**src/rtl/instr_cache.sv**
```systemverilog
// instr_cache -- direct-mapped, read-only instruction cache for the fetch stage.
//
// A lookup is purely combinational: icache_hit and ic_out_instr follow
// f_in_pc in the same cycle while the controller is idle. A miss latches the
// line address and refills the whole line from the memory port one 32-bit
// word per response beat, in ascending word order. The refill is never
// aborted. A PC redirect during the refill is looked up once the controller
// is idle again.
//
// Optional build macro: ICACHE_PERF_CNT_EN adds hit and miss event counters.
//
// Ports
//   clk               rising-edge clock
//   rst_n             asynchronous active-low reset
//   f_in_pc           fetch PC; bits [1:0] are ignored
//   f_in_invalidate   pulse; drops every line (fence.i)
//   icache_hit        PC hits and the controller is idle
//   ic_out_instr      instruction word for f_in_pc; valid only with icache_hit
//   mem_req_valid     refill request; held until mem_req_ready is sampled high
//   mem_req_addr      line-aligned refill address
//   mem_req_ready     memory accepts the refill request
//   mem_rsp_valid     response beat; no backpressure, ignored outside FILL
//   mem_rsp_data      response word
//   ic_out_hit_cnt    (ICACHE_PERF_CNT_EN only) idle cycles with a hit, wraps
//   ic_out_miss_cnt   (ICACHE_PERF_CNT_EN only) refills started, wraps
module instr_cache #(
  parameter int LINES          = 16,
  parameter int WORDS_PER_LINE = 4,
  parameter int ADDR_W         = 32
) (
  input  logic              clk,
  input  logic              rst_n,
  input  logic [ADDR_W-1:0] f_in_pc,
  input  logic              f_in_invalidate,
  output logic              icache_hit,
  output logic [31:0]       ic_out_instr,
  output logic              mem_req_valid,
  output logic [ADDR_W-1:0] mem_req_addr,
  input  logic              mem_req_ready,
  input  logic              mem_rsp_valid,
  input  logic [31:0]       mem_rsp_data
`ifdef ICACHE_PERF_CNT_EN
  ,
  output logic [31:0]       ic_out_hit_cnt,
  output logic [31:0]       ic_out_miss_cnt
`endif
);

  localparam int WSEL_W = $clog2(WORDS_PER_LINE);
  localparam int OFF_W  = WSEL_W + 2;
  localparam int IDX_W  = $clog2(LINES);
  localparam int TAG_W  = ADDR_W - IDX_W - OFF_W;

  typedef enum logic [1:0] {
    IDLE = 2'd0,
    REQ  = 2'd1,
    FILL = 2'd2
  } state_e;

  // Controller state
  state_e            state_q, state_d;
  logic [ADDR_W-1:0] fill_addr_q, fill_addr_d;
  logic [WSEL_W-1:0] beat_cnt_q, beat_cnt_d;
  logic              inv_pend_q, inv_pend_d;

  // Storage
  logic [LINES-1:0]  valid_q;
  logic [TAG_W-1:0]  tag_q  [LINES];
  logic [31:0]       data_q [LINES][WORDS_PER_LINE];

  // Address decomposition
  logic [TAG_W-1:0]  pc_tag;
  logic [IDX_W-1:0]  pc_idx;
  logic [WSEL_W-1:0] pc_word;
  logic [TAG_W-1:0]  fill_tag;
  logic [IDX_W-1:0]  fill_idx;

  assign pc_tag   = f_in_pc[ADDR_W-1 -: TAG_W];
  assign pc_idx   = f_in_pc[OFF_W +: IDX_W];
  assign pc_word  = f_in_pc[2 +: WSEL_W];
  assign fill_tag = fill_addr_q[ADDR_W-1 -: TAG_W];
  assign fill_idx = fill_addr_q[OFF_W +: IDX_W];

  // Byte-lane bits of the PC never select anything in a word-wide cache.
  logic unused_pc_lsb;
  assign unused_pc_lsb = ^f_in_pc[1:0];

  logic lookup_hit;
  logic miss_start;
  logic beat_we;
  logic last_beat;

  assign lookup_hit = valid_q[pc_idx] && (tag_q[pc_idx] == pc_tag);
  assign miss_start = (state_q == IDLE) && !lookup_hit;
  assign beat_we    = (state_q == FILL) && mem_rsp_valid;
  assign last_beat  = beat_we && (beat_cnt_q == WSEL_W'(WORDS_PER_LINE - 1));

  assign icache_hit    = (state_q == IDLE) && lookup_hit;
  assign ic_out_instr  = data_q[pc_idx][pc_word];
  assign mem_req_valid = (state_q == REQ);
  assign mem_req_addr  = fill_addr_q;

  always_comb begin
    state_d     = state_q;
    fill_addr_d = fill_addr_q;
    beat_cnt_d  = beat_cnt_q;
    inv_pend_d  = inv_pend_q;
    case (state_q)
      IDLE: begin
        if (!lookup_hit) begin
          state_d     = REQ;
          fill_addr_d = {pc_tag, pc_idx, {OFF_W{1'b0}}};
        end
      end
      REQ: begin
        // A fence.i while a refill is in flight must keep that line invalid.
        if (f_in_invalidate) inv_pend_d = 1'b1;
        if (mem_req_ready) begin
          state_d    = FILL;
          beat_cnt_d = '0;
        end
      end
      FILL: begin
        if (f_in_invalidate) inv_pend_d = 1'b1;
        if (mem_rsp_valid) begin
          beat_cnt_d = beat_cnt_q + WSEL_W'(1);
          if (last_beat) begin
            state_d    = IDLE;
            inv_pend_d = 1'b0;
          end
        end
      end
      default: state_d = IDLE;
    endcase
  end

  always_ff @(posedge clk or negedge rst_n) begin
    if (!rst_n) begin
      state_q     <= IDLE;
      fill_addr_q <= '0;
      beat_cnt_q  <= '0;
      inv_pend_q  <= 1'b0;
    end else begin
      state_q     <= state_d;
      fill_addr_q <= fill_addr_d;
      beat_cnt_q  <= beat_cnt_d;
      inv_pend_q  <= inv_pend_d;
    end
  end

  // Valid/tag/data arrays. An invalidate pulse wins over everything else, so
  // a final beat coinciding with it leaves the line invalid.
  always_ff @(posedge clk or negedge rst_n) begin
    if (!rst_n) begin
      valid_q <= '0;
      for (int l = 0; l < LINES; l++) begin
        tag_q[l] <= '0;
        for (int w = 0; w < WORDS_PER_LINE; w++) begin
          data_q[l][w] <= '0;
        end
      end
    end else begin
      if (f_in_invalidate) begin
        valid_q <= '0;
      end else if (miss_start) begin
        valid_q[pc_idx] <= 1'b0;
      end else if (last_beat && !inv_pend_q) begin
        valid_q[fill_idx] <= 1'b1;
      end
      if (beat_we) data_q[fill_idx][beat_cnt_q] <= mem_rsp_data;
      if (last_beat) tag_q[fill_idx] <= fill_tag;
    end
  end

`ifdef ICACHE_PERF_CNT_EN
  logic [31:0] hit_cnt_q;
  logic [31:0] miss_cnt_q;

  always_ff @(posedge clk or negedge rst_n) begin
    if (!rst_n) begin
      hit_cnt_q  <= '0;
      miss_cnt_q <= '0;
    end else begin
      if (icache_hit) hit_cnt_q  <= hit_cnt_q + 32'd1;
      if (miss_start) miss_cnt_q <= miss_cnt_q + 32'd1;
    end
  end

  assign ic_out_hit_cnt  = hit_cnt_q;
  assign ic_out_miss_cnt = miss_cnt_q;
`endif

endmodule
```
**config.mk**
```make
export PLATFORM = sky130hd
export DESIGN_NAME = instr_cache
export DESIGN_NICKNAME = d
export VERILOG_FILES = /design/src/rtl/instr_cache.sv
export SDC_FILE = /design/constraint.sdc
export NUM_CORES = 2
export LEC_CHECK = 0
export CAP_MARGIN = 25
export CELL_PAD_IN_SITES_DETAIL_PLACEMENT = 1
export CELL_PAD_IN_SITES_GLOBAL_PLACEMENT = 2
export CORE_ASPECT_RATIO = 1.25
export CORE_MARGIN = 2
export CORE_UTILIZATION = 48
export CTS_CLUSTER_DIAMETER = 200
export CTS_CLUSTER_SIZE = 8
export DETAILED_ROUTE_END_ITERATION = 8
export PLACE_DENSITY = 0.89
export SLEW_MARGIN = 20
export SYNTH_ARGS = -nofsm -noshare
export SYNTH_HDL_FRONTEND = slang
export SYNTH_SLANG_ARGS = --single-unit
```
**constraint.sdc**
```tcl
create_clock -name clk -period 6.1 [get_ports clk]
set_input_delay 0.915 -clock clk [delete_from_list [all_inputs] [get_ports clk]]
set_output_delay 0.915 -clock clk [all_outputs]
set_load 0.01 [all_outputs]
```
* Word level (Yosys, flattened, before mapping)
Cells that the tools add are included.
** Operators by class
- Add/subtract/negate cells :: 1
- Multiply operators :: 0
- Div/mod/pow operators :: 0
- Order comparisons :: 10
- Equal/unequal tests :: 8
- Shift operators :: 0
- Mux-type cells :: 38
- Bitwise gates (word level) :: 8
- Reduce and logical (&&, ||, !) cells :: 18
** Operators by type and width (count)
- 2048-bit bitwise mux :: 1
- 128-bit binary-select mux with 4-bit select :: 1
- 128-bit demux with 4-bit select :: 1
- 384-bit bitwise mux :: 1
- 128-bit two-way mux :: 3
- 24-bit binary-select mux with 4-bit select :: 1
- 24-bit demux with 4-bit select :: 1
- 32-bit two-way mux :: 3
- 24-bit two-way mux :: 3
- 32-bit binary-select mux with 2-bit select :: 1
- 32-bit demux with 2-bit select :: 1
- 16-bit two-way mux :: 3
- 24-bit == test :: 1
- 16-bit AND :: 1
- 16-bit NOT :: 1
- 16-bit bitwise OR :: 1
- 2-bit two-way mux :: 6
- 5-bit >= comparator, second input constant :: 2
- 1-bit logical AND :: 10
- 4-bit by 5-bit < comparator with 1-bit output, second input constant :: 2
- 4-bit NOT with 5-bit output :: 2
- 1-bit demux with 4-bit select :: 2
- 4-bit by 1-bit >= comparator with 1-bit output, second input constant :: 2
- 3-bit >= comparator, second input constant :: 2
- 21 further kinds :: 31
** Word-level totals
- Bits in registers :: 2481
- Bits in latches :: 0
- RAM bits :: 0
- Bits in read-only memories :: 0
- Memories :: 0

* Longest topological paths before layout
- Depth after elaboration :: 10
- Gate-level depth with buffers :: 15

* Least setup slack after synthesis
OpenSTA, ideal clock, no wires.
- Kind :: input -> output
- Start point :: in f_in_pc[4]
- End point :: out ic_out_instr[0]
- Arrival :: 4.121 ns
- Data required time :: 5.185 ns
- Path slack :: 1.064 ns
- Cell stages on the path :: 10
- Path buffers :: 7
- Cell sequence :: buf_4 buf_4 buf_2 buf_2 clkbuf_1 buf_2 buf_2 mux4_2 mux4_2 mux4_2
** Between the ends
- Cells in the longest elaborated chain, start to end :: 7
** Ends and longest elaborated chain
- start, declared :: RTL line 33 : input logic [ADDR_W-1:0] f_in_pc,
- 4-bit NOT with 5-bit output (implied by the code) :: RTL line 99 : assign ic_out_instr = data_q[pc_idx][pc_word];
- 128-bit binary-select mux with 4-bit select :: RTL line 99
- 128-bit two-way mux (implied by the code) (2 in series) :: RTL line 99
- 32-bit binary-select mux with 2-bit select :: RTL line 99
- 32-bit two-way mux (implied by the code) (2 in series) :: RTL line 99
- end, declared :: RTL line 36 : output logic [31:0] ic_out_instr,
No other way between the ends. The select of a mux whose other input is x is not followed.

* Final worst setup path
- Start point :: in f_in_pc[4]
- End point :: out icache_hit
** Between the ends
- Cells in the longest elaborated chain, start to end :: 7
- Elaborated cells between the ends (all ways) :: 9
- Those cells by class :: eq/ne: 1; mux: 5; bitwise: 1; reduce/logical: 2
** Ends and longest elaborated chain
- 4-bit NOT with 5-bit output (implied by the code) :: RTL line 93 : assign lookup_hit = valid_q[pc_idx] && (tag_q[pc_idx] == pc_tag);
- 24-bit binary-select mux with 4-bit select :: RTL line 93
- 24-bit two-way mux (implied by the code) (2 in series) :: RTL line 93
- 24-bit == test :: RTL line 93
- 1-bit logical AND (*) :: RTL line 93
- 1-bit logical AND (*) :: RTL line 98 : assign icache_hit = (state_q == IDLE) && lookup_hit;
- end, declared :: RTL line 35 : output logic icache_hit,
Mark *: on every way between the ends. The rest lies on a longest branch, timed or not. The select of a mux whose other input is x is not followed.

==> metrics.md <==
| Metric | Value |
|---|---|
| Row cnt | ~200 |
| Register area share after synthesis | 55.0% |
| Detailed-route DRC error count | 0 |
| Initial antenna violation count | 21 |
| Post-CTS setup repair buffer count | 0 |
| Min-delay worst type | primary input to async pin |
| First-pass iteration count of the detailed router | 5 |
| Synth warnings | 0 |
| Root buf cell | clkbuf_16 |
| Die area | 239000 sq um |
| CP top delay family | simple AND/OR/NAND/NOR gates |
| Synth async-reset ratio | 100% |
| Synth Instances | between 6k and 7k |
| Vias in the first global route | ~74k |
| Largest family of logic cells by synthesized area | multiplexers |
| Met1 Routed Length | about 130000 um |
| Synth Register Bits | 2481 |
| Top layer used by detailed routing | met5 |
| Skew-Pair Late Insertion Delay | around 0.90 ns |
| Predominant post-synthesis flop cell | dfrtp_1 |
| P_leak | 61.2 nW |
| Overall power | 43.4 mW |
| FF-to-FF Start | tag_q[113]$_DFFE_PN0P_ |
| Via count | 64.5k |
| Post-Syn Area | 113000 sq um |
| Final hold vios | 0 |
| Worst path bufs/invs | 2 |
| Post-cts resize count | 0 |
| CTS tree | built |
| Fin crit share | 88.2% |
| Mux cell area share after synthesis | about two fifths |
| Drt total wl | 336000 um |
| Worst EP required | between 5 and 6 ns |
| Data arrival time of the worst path | between 4 and 5 ns |
| Nets | 6968 |
| 1st-iter DRT viols | 5001 |
| Share of layout cells above drive strength 1 | 56.6% |
| Layout Skew | 0.0513 ns |
| Worst r2r path cells | 9 |
| Worst Setup SP | f_in_pc[4] |
| Post-synth EDFFs | 0 |
| Core ar. | 235000 sq um |
| First-pass GRT wire length | 503000 um |
| Commonest non-fill, non-tap cell in the layout | dfrtp_1 |
| Buffers on Ports | around 130 |
| Min Tclk post-route | ~5.4 ns |
| Worst path slowest cell | and2_1 |
| Worst setup EP type | output port |
| Synthesized area per cell | 16.4 sq um |
| Post-layout instance count excluding filler cells | around 10k |
| RePlAce Congestion | 0.803 |
| Commonest non-fill, non-tap cells in the layout | dfrtp_1 (2481), mux2_2 (2441), mux4_2 (743), clkbuf_16 (357), buf_4 (164) |
| CP max stage delay | between 0.6 and 0.7 ns |
| Startpoint Class | primary input |
| Count of final setup violators | 0 |
| Clock sink count | 2481 |
| RSZ-0062 raised after global routing | false |
| TNS Setup | 0 ns |
| Post-route ant nets | 0 |
| Compound-Gate Fraction of Synth Area | 0.865% |
| Tot GR Track Use | roughly 28% |
| Largest net degree at the start of global routing | around 210 |
| Die span in y | 546 um |
| CTS buffer count | 352 |
| DP HPWL | 189000 um |
| Max-slew violations | 0 |
| Gr ovfl total | 0 |
| Max cap viols | 0 |
| I/O pin total | 135 |
| Routed wl met3 | 19800 um |
| Relative slew slack | 22.4% |
| Post-synthesis to final-layout area growth | 12.7% |
| Worst-Margin Slew | roughly 1.2 ns |
| # hold bufs at CTS | 0 |
| RR Endpoint | mem_req_addr[31]$_DFFE_PN0N_ |
| Distinct cells, synth | 68 |
| Worst Setup Path Type | primary input to output port |
| Initial Util | about half |
| Power density cells | roughly 340 nW/um^2 |
| Simple-gate share of the synthesized area | ~1.1% |
| Routed len/inst | 33.4 um |
| Reg clk slew, reported paths | 0.05 ns |
| CP cell instances | buf_8 > and2_1 > a22oi_1 > a21o_1 > a221oi_1 > o2111ai_1 > nor4b_4 > and4_1 > clkdlybuf4s50_1 |
| Vias per cell | 6.43 |
| Result of the run | finished clean |
| Routed wl met2 | ~170000 um |
| Die width | 438 um |
| H-tree depth | 5 |
| CP Max Fanout | 48 |
| FMAX | between 150 and 200 MHz |
| Post-Synth Adder-Cell Area | 0.0776% |
| Placed Cells | 9633 |
| Worst hold slack | around 0.081 ns |
| Worst reg2reg setup slack | 2.43 ns |
| Max VDD drop | 294 uV |
| CTS max path bufs | 4 |
| Post-synthesis xor/xnor area fraction | 0.178% |
-- stage by stage --
| step | worst slack [ns] | utilization [%] | cell area, sq um |
|---|---|---|---|
| floorplan | 1.06 | - | 113000 |
| global placement | 0.691 | 50.0 | 117000 |
| detailed placement | 0.691 | 50.1 | 117000 |
| CTS | 0.664 | 54.0 | 127000 |
| global route | 0.546 | 54.2 | 127000 |
| finish | 0.719 | 54.2 | 127000 |
-- cells in the mapped netlist (all sizes together) (3+ instances only) --
cell,number,area (sq um)
a211oi,3,22.5
a21oi,15,75.1
a221oi,4,35.0
a22o,11,96.3
a22oi,34,255
a31oi,5,46.3
a32oi,4,35.0
and3,8,50.1
buf,271,1210
clkbuf,434,1630
dfrtp,2481,62100
ha,7,87.6
inv,17,63.8
mux2,2464,27800
mux2i,85,851
mux4,743,16700
nand2,66,248
nand2b,9,56.3
nand3,12,60.1
nand4,20,125
nor2,58,218
nor2b,5,31.3
nor3,33,170
nor3b,3,22.5
nor4,5,31.3
o2111ai,3,26.3
o21ai,8,40.0
o21bai,11,82.6
o22ai,3,18.8
or2,14,87.6
or3,3,18.8
xnor2,18,158
xor2,5,43.8
-- final cells by class --
| class | instances | area (sq um) |
|---|---|---|
| clock buffers | 358 | 8940 |
| multi-input cells | 3698 | 48200 |
| fillers | 20929 | 107000 |
| flip-flops and latches | 2481 | 62100 |
| clock inverters | 20 | 347 |
| well taps | 3115 | 3900 |
| diodes | 7 | 17.5 |
| inverters | 17 | 63.8 |
| repair buffers | 342 | 3620 |
-- sequential cells by signal, summed over array words and instances, names as in the netlist --
register and count:
beat_cnt_q 2, data_q 2048, inv_pend_q 1, mem_req_addr 28, state_q 2, tag_q 384
valid_q 16
-- cell families after synthesis --
logic type / count (synthesis)
AND/OR/NAND/NOR: 244
AO/OA/AOI/OAI: 128
adder cells (fa/ha/maj): 7
flip-flops: 2481
buffers and inverters: 722
multiplexers: 3292
XOR/XNOR: 23
other: 1
-- report_power, final --
| group | switching, mW | internal (mW) | total [mW] | leakage [nW] |
|---|---|---|---|---|
| clock network | 7.07 | 10.3 | 17.4 | 4.55 |
| logic | 2.56 | 3.33 | 5.88 | 22.4 |
| registers | 1.59 | 18.6 | 20.2 | 34.2 |
| total | 11.2 | 32.2 | 43.4 | 61.2 |
-- routing by layer --
metal / GRT usage (%) / vias to the layer above
li1: - / 25594
met1: 36.4 / 35933
met2: 47.3 / 2224
met3: 4.75 / 766
met4: 12.5 / 18
met5: 0 / -
-- worst max path at each step --
stage               slack, ns               to  cells after the start
floorplan                1.06  ic_out_instr[0]                     10
global placement         0.69  ic_out_instr[3]                      7
detailed placement       0.69  ic_out_instr[3]                      7
CTS                      0.66  ic_out_instr[3]                      7
global route             0.55       icache_hit                      9
finish                   0.72       icache_hit                      9
Note: power is estimated with default switching activity, not from simulation.
